**src/rtl/inv_shift_rows_serial_if.sv**
```systemverilog
// Byte-stream handshake bundle for inv_shift_rows_serial.
//
// Signals:
//   in_valid  / in_ready  / in_byte         : input byte stream, byte k = 4*col + row
//   out_valid / out_ready / out_byte / out_last : result byte stream, same ordering
//   fwd_mode                                 : only with ISR_FWD_MODE_EN, 1 = forward ShiftRows
//
// Modports:
//   slave  : the shift-rows block
//   master : the environment driving the input stream and sinking the output stream
//
// Optional feature macro: ISR_FWD_MODE_EN
interface inv_shift_rows_serial_if;
  logic       in_valid;
  logic       in_ready;
  logic [7:0] in_byte;
  logic       out_valid;
  logic       out_ready;
  logic [7:0] out_byte;
  logic       out_last;
`ifdef ISR_FWD_MODE_EN
  logic       fwd_mode;
`endif

  modport slave (
    input  in_valid,
    input  in_byte,
    input  out_ready,
`ifdef ISR_FWD_MODE_EN
    input  fwd_mode,
`endif
    output in_ready,
    output out_valid,
    output out_byte,
    output out_last
  );

  modport master (
    output in_valid,
    output in_byte,
    output out_ready,
`ifdef ISR_FWD_MODE_EN
    output fwd_mode,
`endif
    input  in_ready,
    input  out_valid,
    input  out_byte,
    input  out_last
  );
endinterface

```
**src/rtl/inv_shift_rows_serial.sv**
```systemverilog
// Serial AES InvShiftRows: accepts a 16-byte state one byte per transfer and
// emits the row-rotated state one byte per transfer. Two 128-bit banks are
// ping-ponged so one block can be filled while the previous one drains.
//
// Ports:
//   clk : rising-edge clock
//   rst : asynchronous active-high reset
//   bus : inv_shift_rows_serial_if.slave (input/output byte handshakes)
//
// Byte ordering: k = 4*col + row, byte 0 first, on both sides.
// Output byte j = 4c+r is taken from bank byte 4*((c-r) mod 4) + r.
//
// Optional feature macro: ISR_FWD_MODE_EN
//   Adds bus.fwd_mode, sampled on the first byte of each block and kept per
//   bank; when set the block uses the forward mapping 4*((c+r) mod 4) + r.
module inv_shift_rows_serial (
  input  logic                   clk,
  input  logic                   rst,
  inv_shift_rows_serial_if.slave bus
);

  // Bank storage carries no reset; only the control state does.
  logic [127:0] bank_q [2];
  logic [127:0] bank_d [2];

  logic [1:0] full_q, full_d;
  logic       wptr_q, wptr_d;
  logic       rptr_q, rptr_d;
  logic [3:0] wcnt_q, wcnt_d;
  logic [3:0] rcnt_q, rcnt_d;

  logic       in_ready;
  logic       out_valid;
  logic       in_fire;
  logic       out_fire;
  logic       rd_fwd;
  logic [1:0] src_col;
  logic [3:0] src_idx;
  logic [7:0] rd_byte;

  // Handshake state comes only from registered flags, so in_ready never
  // depends on out_ready and a bank freed this cycle is reusable next cycle.
  always_comb begin
    in_ready  = ~full_q[wptr_q];
    out_valid = full_q[rptr_q];
    in_fire   = bus.in_valid & in_ready;
    out_fire  = out_valid & bus.out_ready;
  end

`ifdef ISR_FWD_MODE_EN
  logic [1:0] mode_q, mode_d;

  always_comb begin
    mode_d = mode_q;
    if (in_fire && (wcnt_q == 4'd0)) begin
      mode_d[wptr_q] = bus.fwd_mode;
    end
  end

  always_ff @(posedge clk or posedge rst) begin
    if (rst) begin
      mode_q <= 2'b00;
    end else begin
      mode_q <= mode_d;
    end
  end

  always_comb rd_fwd = mode_q[rptr_q];
`else
  always_comb rd_fwd = 1'b0;
`endif

  // Column arithmetic is 2 bits wide so the mod-4 wrap is free.
  always_comb begin
    if (rd_fwd) begin
      src_col = rcnt_q[3:2] + rcnt_q[1:0];
    end else begin
      src_col = rcnt_q[3:2] - rcnt_q[1:0];
    end
    src_idx = {src_col, rcnt_q[1:0]};
    rd_byte = bank_q[rptr_q][{src_idx, 3'b000} +: 8];
  end

  always_comb begin
    bank_d[0] = bank_q[0];
    bank_d[1] = bank_q[1];
    if (in_fire) begin
      bank_d[wptr_q][{wcnt_q, 3'b000} +: 8] = bus.in_byte;
    end
  end

  // The write bank is never the bank being completed on the read side in the
  // same cycle (one is empty, the other full), so set and clear never collide.
  always_comb begin
    full_d = full_q;
    wptr_d = wptr_q;
    rptr_d = rptr_q;
    wcnt_d = wcnt_q;
    rcnt_d = rcnt_q;

    if (in_fire) begin
      if (wcnt_q == 4'hF) begin
        full_d[wptr_q] = 1'b1;
        wptr_d         = ~wptr_q;
        wcnt_d         = 4'd0;
      end else begin
        wcnt_d = wcnt_q + 4'd1;
      end
    end

    if (out_fire) begin
      if (rcnt_q == 4'hF) begin
        full_d[rptr_q] = 1'b0;
        rptr_d         = ~rptr_q;
        rcnt_d         = 4'd0;
      end else begin
        rcnt_d = rcnt_q + 4'd1;
      end
    end
  end

  always_ff @(posedge clk) begin
    bank_q <= bank_d;
  end

  always_ff @(posedge clk or posedge rst) begin
    if (rst) begin
      full_q <= 2'b00;
      wptr_q <= 1'b0;
      rptr_q <= 1'b0;
      wcnt_q <= 4'd0;
      rcnt_q <= 4'd0;
    end else begin
      full_q <= full_d;
      wptr_q <= wptr_d;
      rptr_q <= rptr_d;
      wcnt_q <= wcnt_d;
      rcnt_q <= rcnt_d;
    end
  end

  // Outputs are a function of registered state only, so they stay put while
  // the consumer stalls.
  always_comb begin
    bus.in_ready  = in_ready;
    bus.out_valid = out_valid;
    bus.out_byte  = out_valid ? rd_byte : 8'h00;
    bus.out_last  = out_valid & (rcnt_q == 4'hF);
  end

endmodule

```
**src/flat_wrapper.sv**
```systemverilog
// flat-port wrapper written by rule: the top's interface ports become plain ports
module inv_shift_rows_serial_flat 
  (clk, rst, bus_in_valid, bus_in_byte, bus_out_ready, bus_in_ready, bus_out_valid, bus_out_byte, bus_out_last);
  inv_shift_rows_serial_if bus_i ();
  input  logic clk;
  input  logic rst;
  input wire logic [$bits(bus_i.in_valid)-1:0] bus_in_valid;
  input wire logic [$bits(bus_i.in_byte)-1:0] bus_in_byte;
  input wire logic [$bits(bus_i.out_ready)-1:0] bus_out_ready;
  output wire logic [$bits(bus_i.in_ready)-1:0] bus_in_ready;
  output wire logic [$bits(bus_i.out_valid)-1:0] bus_out_valid;
  output wire logic [$bits(bus_i.out_byte)-1:0] bus_out_byte;
  output wire logic [$bits(bus_i.out_last)-1:0] bus_out_last;
  assign bus_i.in_valid = bus_in_valid;
  assign bus_i.in_byte = bus_in_byte;
  assign bus_i.out_ready = bus_out_ready;
  assign bus_in_ready = bus_i.in_ready;
  assign bus_out_valid = bus_i.out_valid;
  assign bus_out_byte = bus_i.out_byte;
  assign bus_out_last = bus_i.out_last;
  inv_shift_rows_serial u_core (.clk(clk), .rst(rst), .bus(bus_i));
endmodule
```
**config.mk**
```make
export PLATFORM = sky130hd
export DESIGN_NAME = inv_shift_rows_serial_flat
export DESIGN_NICKNAME = d
export VERILOG_FILES = /design/src/rtl/inv_shift_rows_serial_if.sv /design/src/rtl/inv_shift_rows_serial.sv /design/src/flat_wrapper.sv
export SDC_FILE = /design/constraint.sdc
export NUM_CORES = 1
export LEC_CHECK = 0
export BUFFER_PORTS_ARGS = -buffer_cell sky130_fd_sc_hd__buf_2
export CORE_MARGIN = 3
export CORE_UTILIZATION = 34
export CTS_BUF_LIST = sky130_fd_sc_hd__clkbuf_4 sky130_fd_sc_hd__clkbuf_8
export DETAILED_ROUTE_END_ITERATION = 8
export PLACE_DENSITY = 0.59
export SETUP_SLACK_MARGIN = 0.05
export SYNTH_ARGS = -nofsm -noshare
export SYNTH_HDL_FRONTEND = slang
export SYNTH_SLANG_ARGS = --single-unit
```
**constraint.sdc**
```tcl
create_clock -name clk -period 3.85 [get_ports clk]
set_input_delay 0.5775 -clock clk [delete_from_list [all_inputs] [get_ports clk]]
set_output_delay 0.5775 -clock clk [all_outputs]
set_load 0.005 [all_outputs]
```
* Word level (Yosys, flattened, before mapping) *
Index checks and enable logic that the tools add are counted.
W data, S select, Z words.

storage, ports and cells
  flip-flop bits (word level) = 268
  logic and storage cells = 60
  input bits = 12
  output and inout port bits = 11

operators by class
  bitwise operators = 11
  multiplexer cells = 21
  $add $sub $neg = 4
  shifts and indexed selects = 3
  equal/unequal tests = 2
  order comparisons = 7
  reductions and logical operators = 5

operators by type and width
  operator                   number
  $mux W128                  4
  $bwmux W256                1
  $demux W128 S1             1
  $shift A8 B9 Y128 const A  1
  $shiftx A128 B8 Y8         1
  $shiftx A8 B9 Y128         1
  $neg A7 Y9                 1
  $add A4 B1 Y4 const B      2
  $eq A4 B4 Y1 const B       2
  $mux W2                    4
  $mux W4                    2
  $mux W8                    1
  $mux W1                    6
  $ge A2 B2 Y1 const B       2
  $lt A1 B2 Y1 const B       2
  $not A1 Y2                 2
  $reduce_and A2 Y1          2
  $and A1 B1 Y1              3
  $logic_and A1 B1 Y1        3
  $not A1 Y1                 3
  $and A2 B2 Y2              1
  $demux W1 S1               2
  $ge A1 B1 Y1 const B       2
  $lt A2 B1 Y1 const B       1
  3 further kinds            3

* Depth between registers and ports, before layout *
  word-level depth = 10
  gate-level depth with buffers = 10
  depth with buffers taken out = 7

* Worst setup path before layout *
No wires, ideal clock.

  path type = register -> register
  from = register, netlist name u_core.wcnt_q[0]
  to = register u_core.bank_q[0] (netlist name), enable pin
  path slack = 0.937 ns
  buffers on the path = 2
  arrival = 2.518 ns
  setup time = 0.395 ns
  cell stages (with the launch flop) = 8
  clock period less this slack = 2.913 ns
  data required time = 3.455 ns
  cells stage by stage = dfrtp_1 clkbuf_1 inv_1 ha_1 clkbuf_1 nor2_1 nand2b_1 nor4_1

RTL lines
  item                  line                          RTL
  end signal, assigned  inv_shift_rows_serial.sv:123  bank_q <= bank_d;
  end, declared         inv_shift_rows_serial.sv:23   logic [127:0] bank_q [2];

* Worst setup path in the final report *
  from = register u_core.rcnt_q[2]
  to = output bus_out_byte[2]

between the ends
  word-level cells in the longest chain between the ends = 3

RTL lines
  item                    line                          RTL
  start, declared         inv_shift_rows_serial.sv:30   logic [3:0] rcnt_q, rcnt_d;
  start signal, assigned  inv_shift_rows_serial.sv:138  rcnt_q <= rcnt_d;
  $sub A2 B2 Y2           inv_shift_rows_serial.sv:78   src_col = rcnt_q[3:2] - rcnt_q[1:0];
  $shiftx A128 B8 Y8      inv_shift_rows_serial.sv:81   rd_byte = bank_q[rptr_q][{src_idx, 3'b000} +: 8];
  $mux W8                 inv_shift_rows_serial.sv:147  bus.out_byte = out_valid ? rd_byte : 8'h00;
  end, declared           flat_wrapper.sv:12            output wire logic [$bits(bus_i.out_byte)-1:0] bus_out_byte;

Every way passes these cells.

==> impl_metrics.py <==
metrics = {
    "finish": {
        "final_cell_mix": "edfxtp_1, nor2_1, mux4_2",
        "utilization_pct": 40.5,
        "post-route-cell-area_mm2": 0.0134,
        "final_cells": 1279,
        "multi_input_area_mm2": 0.00338,
        "area_delta_synth_final_pct": 15.5,
        "antennaDiodeCount": 0,
        "fillCellCount": 3054,
        "final_common_cell": "edfxtp_1",
        "nNetsFinal": 824,
        "regArea_mm2": 0.00799,
        "drive_gt1_share_pct": 25.8,
    },
    "grt": {
        "grt_antenna_before_repair": 1,
        "grt_first_pass_wirelength_um": 46100,
        "grt_start_max_net_pins": 26,
        "overflow": 0,
        "grt_pass1_vias": 6950,
        "grt_usage_pct": 17.5,
    },
    "setup_path": {
        "cp_cell_sequence": "inv_1 -> ha_1 -> and2_1 -> o221ai_1 -> a21boi_1 -> o221ai_1 -> buf_2",
        "path_class": "reg2out",
        "cp_max_fo": 13,
        "endpoint": "bus_out_byte[2]",
        "critPathLaunchType": "flip-flop",
        "crit_top_cell": "o221ai_1",
        "arrival_ps": 2920,
        "required_ps": 3270,
        "worstReg2RegEnd": "u_core.bank_q[247]",
        "cp-startpoint": "u_core.rcnt_q[2]",
        "r2r-start": "u_core.wcnt_q[0]",
        "end_kind": "output pin",
        "critPathMaxStageDelay_ps": 620,
        "worst-r2r-setup-slack_ps": 750,
        "slowest_stage": "ha_1",
        "worst_r2r_path_depth": 6,
    },
    "drt": {
        "drtPass1Iterations": 6,
        "avgViaCountPerCell": 5.35,
        "routedWlPerCell_um": 24.6,
        "drcViolationCount": 0,
        "ant_nets": 0,
        "routed-via-count": 6839,
        "wl_um": 31400,
        "first_iter_violations": 926,
    },
    "synthesis": {
        "syn_nets": 749,
        "ys_seq_area_share_pct": 69.0,
        "synthAdderAreaFrac_pct": 0.648,
        "yosys_warnings": 0,
        "synth_top_family_by_area": "multiplexers",
        "ys_ff_latch": 268,
        "ys_types": 39,
        "synthMuxAreaShare_pct": 14.3,
        "syn-instance-count": 731,
        "synth_simple_gate_area_share_pct": 10.5,
        "synth_xor_area_share_pct": 0.529,
        "syn_area_mm2": 0.0116,
        "syn_area_per_cell_um2": 15.8,
        "synth_compound_area_share_pct": 3.06,
    },
    "power": {
        "power.total_mw": 9.15,
        "p_int_mw": 5.93,
        "combPwrFrac_pct": 31.7,
        "p_per_area_mw_per_mm2": 684,
        "switchingPower_mw": 3.21,
        "swShare_pct": 35.1,
        "pwr-share-clk_pct": 28.3,
        "ir_worst_vdd_v": 0.000330,
        "pwr-share-seq_pct": 40.1,
        "p_leak_nw": 4.54,
    },
    "sta": {
        "fin_ws_ps": 355,
        "final.min_clock_period_ps": 3490,
        "setup-violations-final": 0,
        "post-route-period-util_pct": 90.8,
        "rsz0062_at_grt": "false",
        "slew_headroom_pct": 32.8,
        "fin_skew_ps": 35.5,
        "tightest_slew_ps": 1000,
        "tns_ps": 0,
        "slew_violations": 0,
        "hold_ws_ps": 92.7,
        "finalHoldViolations": 0,
        "fmax_mhz": 286,
    },
    "clock_network": {
        "cts-hold-fix-buffers": 0,
        "cts_sinks": 268,
        "cts.htree.levels": 2,
        "cts_buffers": 43,
        "post_cts_buffers": 0,
        "clk_pin_slew_ps": 70,
        "cts_root_buf": "clkbuf_8",
        "clk_path_buf_depth": 3,
        "cts_tree": "built",
        "cts-resized-gates": 0,
        "insertion_delay_ps": 550,
    },
    "status": {
        "status": "finished clean",
    },
    "hold_path": {
        "hold_path.class": "in2async",
    },
    "floorplan": {
        "die_w_um": 191,
        "die_h_um": 191,
        "rows": 66,
        "die_area_mm2": 0.0363,
        "ioPinCount": 23,
        "core_mm2": 0.0330,
        "start_util_pct": 35.1,
    },
    "placed_design": {
        "place_ws_ps": 743,
        "placed_area_mm2": 0.0124,
        "numPortBuffers": 22,
        "placed_cells": 1191,
        "post-dp-hpwl_um": 21000,
        "gp_congestion": 0.913,
    },
    "run": {
        "maxCapViolCount": 0,
    },
}
worst max-delay path, delay by kind of cell (launching register included):
family,cells,cell delay (ps)
flip-flops,1,400
AO/OA/AOI/OAI,3,720
adder cells (fa/ha/maj),1,620
AND/OR/NAND/NOR,1,380
buffers and inverters,2,260
sequential cells by signal, indices dropped and copies added, names as in the netlist:
| register | cells |
|---|---|
| u_core.bank_q | 256 |
| u_core.full_q | 2 |
| u_core.rcnt_q | 4 |
| u_core.rptr_q | 1 |
| u_core.wptr_q | 1 |
| u_core.wcnt_q | 4 |
power groups by stage:
stage | Clock (mW) | Combinational, mW | Sequential, mW
after floorplan | 0 | 1.79 | 3.59
after global placement | 0 | 2.84 | 3.72
after detailed placement | 0 | 2.85 | 3.72
after CTS | 2.64 | 2.87 | 3.66
after global routing | 2.76 | 3.09 | 3.68
final | 2.58 | 2.90 | 3.66
cell usage after synthesis:
cell type,instances,area [um^2]
a21oi_1,5,25.0
buf_2,4,20.0
nor2b_1,2,12.5
mux2_2,8,90.1
mux2i_1,19,190
a22oi_1,5,37.5
o2111ai_1,1,8.76
and2_1,53,332
or2_2,2,12.5
o31ai_1,1,7.51
xor2_1,3,26.3
clkbuf_1,25,93.8
a21boi_1,2,15.0
o21ai_0,9,45.0
o41ai_1,1,8.76
mux4_2,61,1370
o22ai_1,1,6.26
ha_1,6,75.1
nor4_1,4,25.0
buf_1,4,15.0
o22a_1,3,26.3
o32a_1,2,20.0
and3_1,18,113
nor2_1,107,402
o211ai_1,5,37.5
nand2_1,54,203
inv_1,8,30.0
buf_6,5,56.3
xnor2_1,4,35.0
nand2b_1,5,31.3
nand3_1,8,40.0
dfrtp_1,12,300
o311a_1,1,10.0
buf_4,2,15.0
edfxtp_1,256,7690
a31oi_1,9,56.3
o221ai_1,4,35.0
a21o_1,2,15.0
nor3_1,10,50.1
how the worst min path moves through the flow:
stage                     depth (start not counted)                to  slack (ps)        startpoint
after floorplan                                   1  u_core.full_q[0]         440               rst
after global placement                            1  u_core.rcnt_q[2]         510  u_core.rcnt_q[2]
after detailed placement                          1  u_core.rcnt_q[2]         520  u_core.rcnt_q[2]
after CTS                                         2  u_core.rcnt_q[1]          90               rst
after global routing                              2  u_core.rcnt_q[1]         120               rst
final                                             2  u_core.rcnt_q[1]          90               rst
cell families (layout without fill, tap and decap cells):
logic type | after synthesis | count (layout)
DFF | 268 | 268
and+or+nand+nor | 263 | 263
muxes | 88 | 88
AOI/OAI and AO/OA | 51 | 51
buffers and inverters | 48 | 154
xor gates and xnor gates | 7 | 7
adders and majority gates | 6 | 6
routing by layer:
| layer | wire length [um] | track usage [%] | part of all wire, % | vias up |
|---|---|---|---|---|
| met1 | 13400 | 24.3 | 43 | 3516 |
| met5 | 0 | 0 | 0 | - |
| met4 | 1170 | 6.94 | 3.7 | 0 |
| met3 | 2470 | 3.93 | 7.9 | 69 |
| li1 | - | - | - | 2963 |
| met2 | 14400 | 26.8 | 46 | 291 |
area by class of cell:
cell class	instances	area share [%]
Sequential cell	268	59.8
Multi-Input combinational cell	415	25.2
Clock buffer	62	5.77
Tap cell	442	4.13
Timing Repair Buffer	70	3.80
Clock inverter	14	1.08
Inverter	8	0.224
Power figures use the tool's default switching activity.
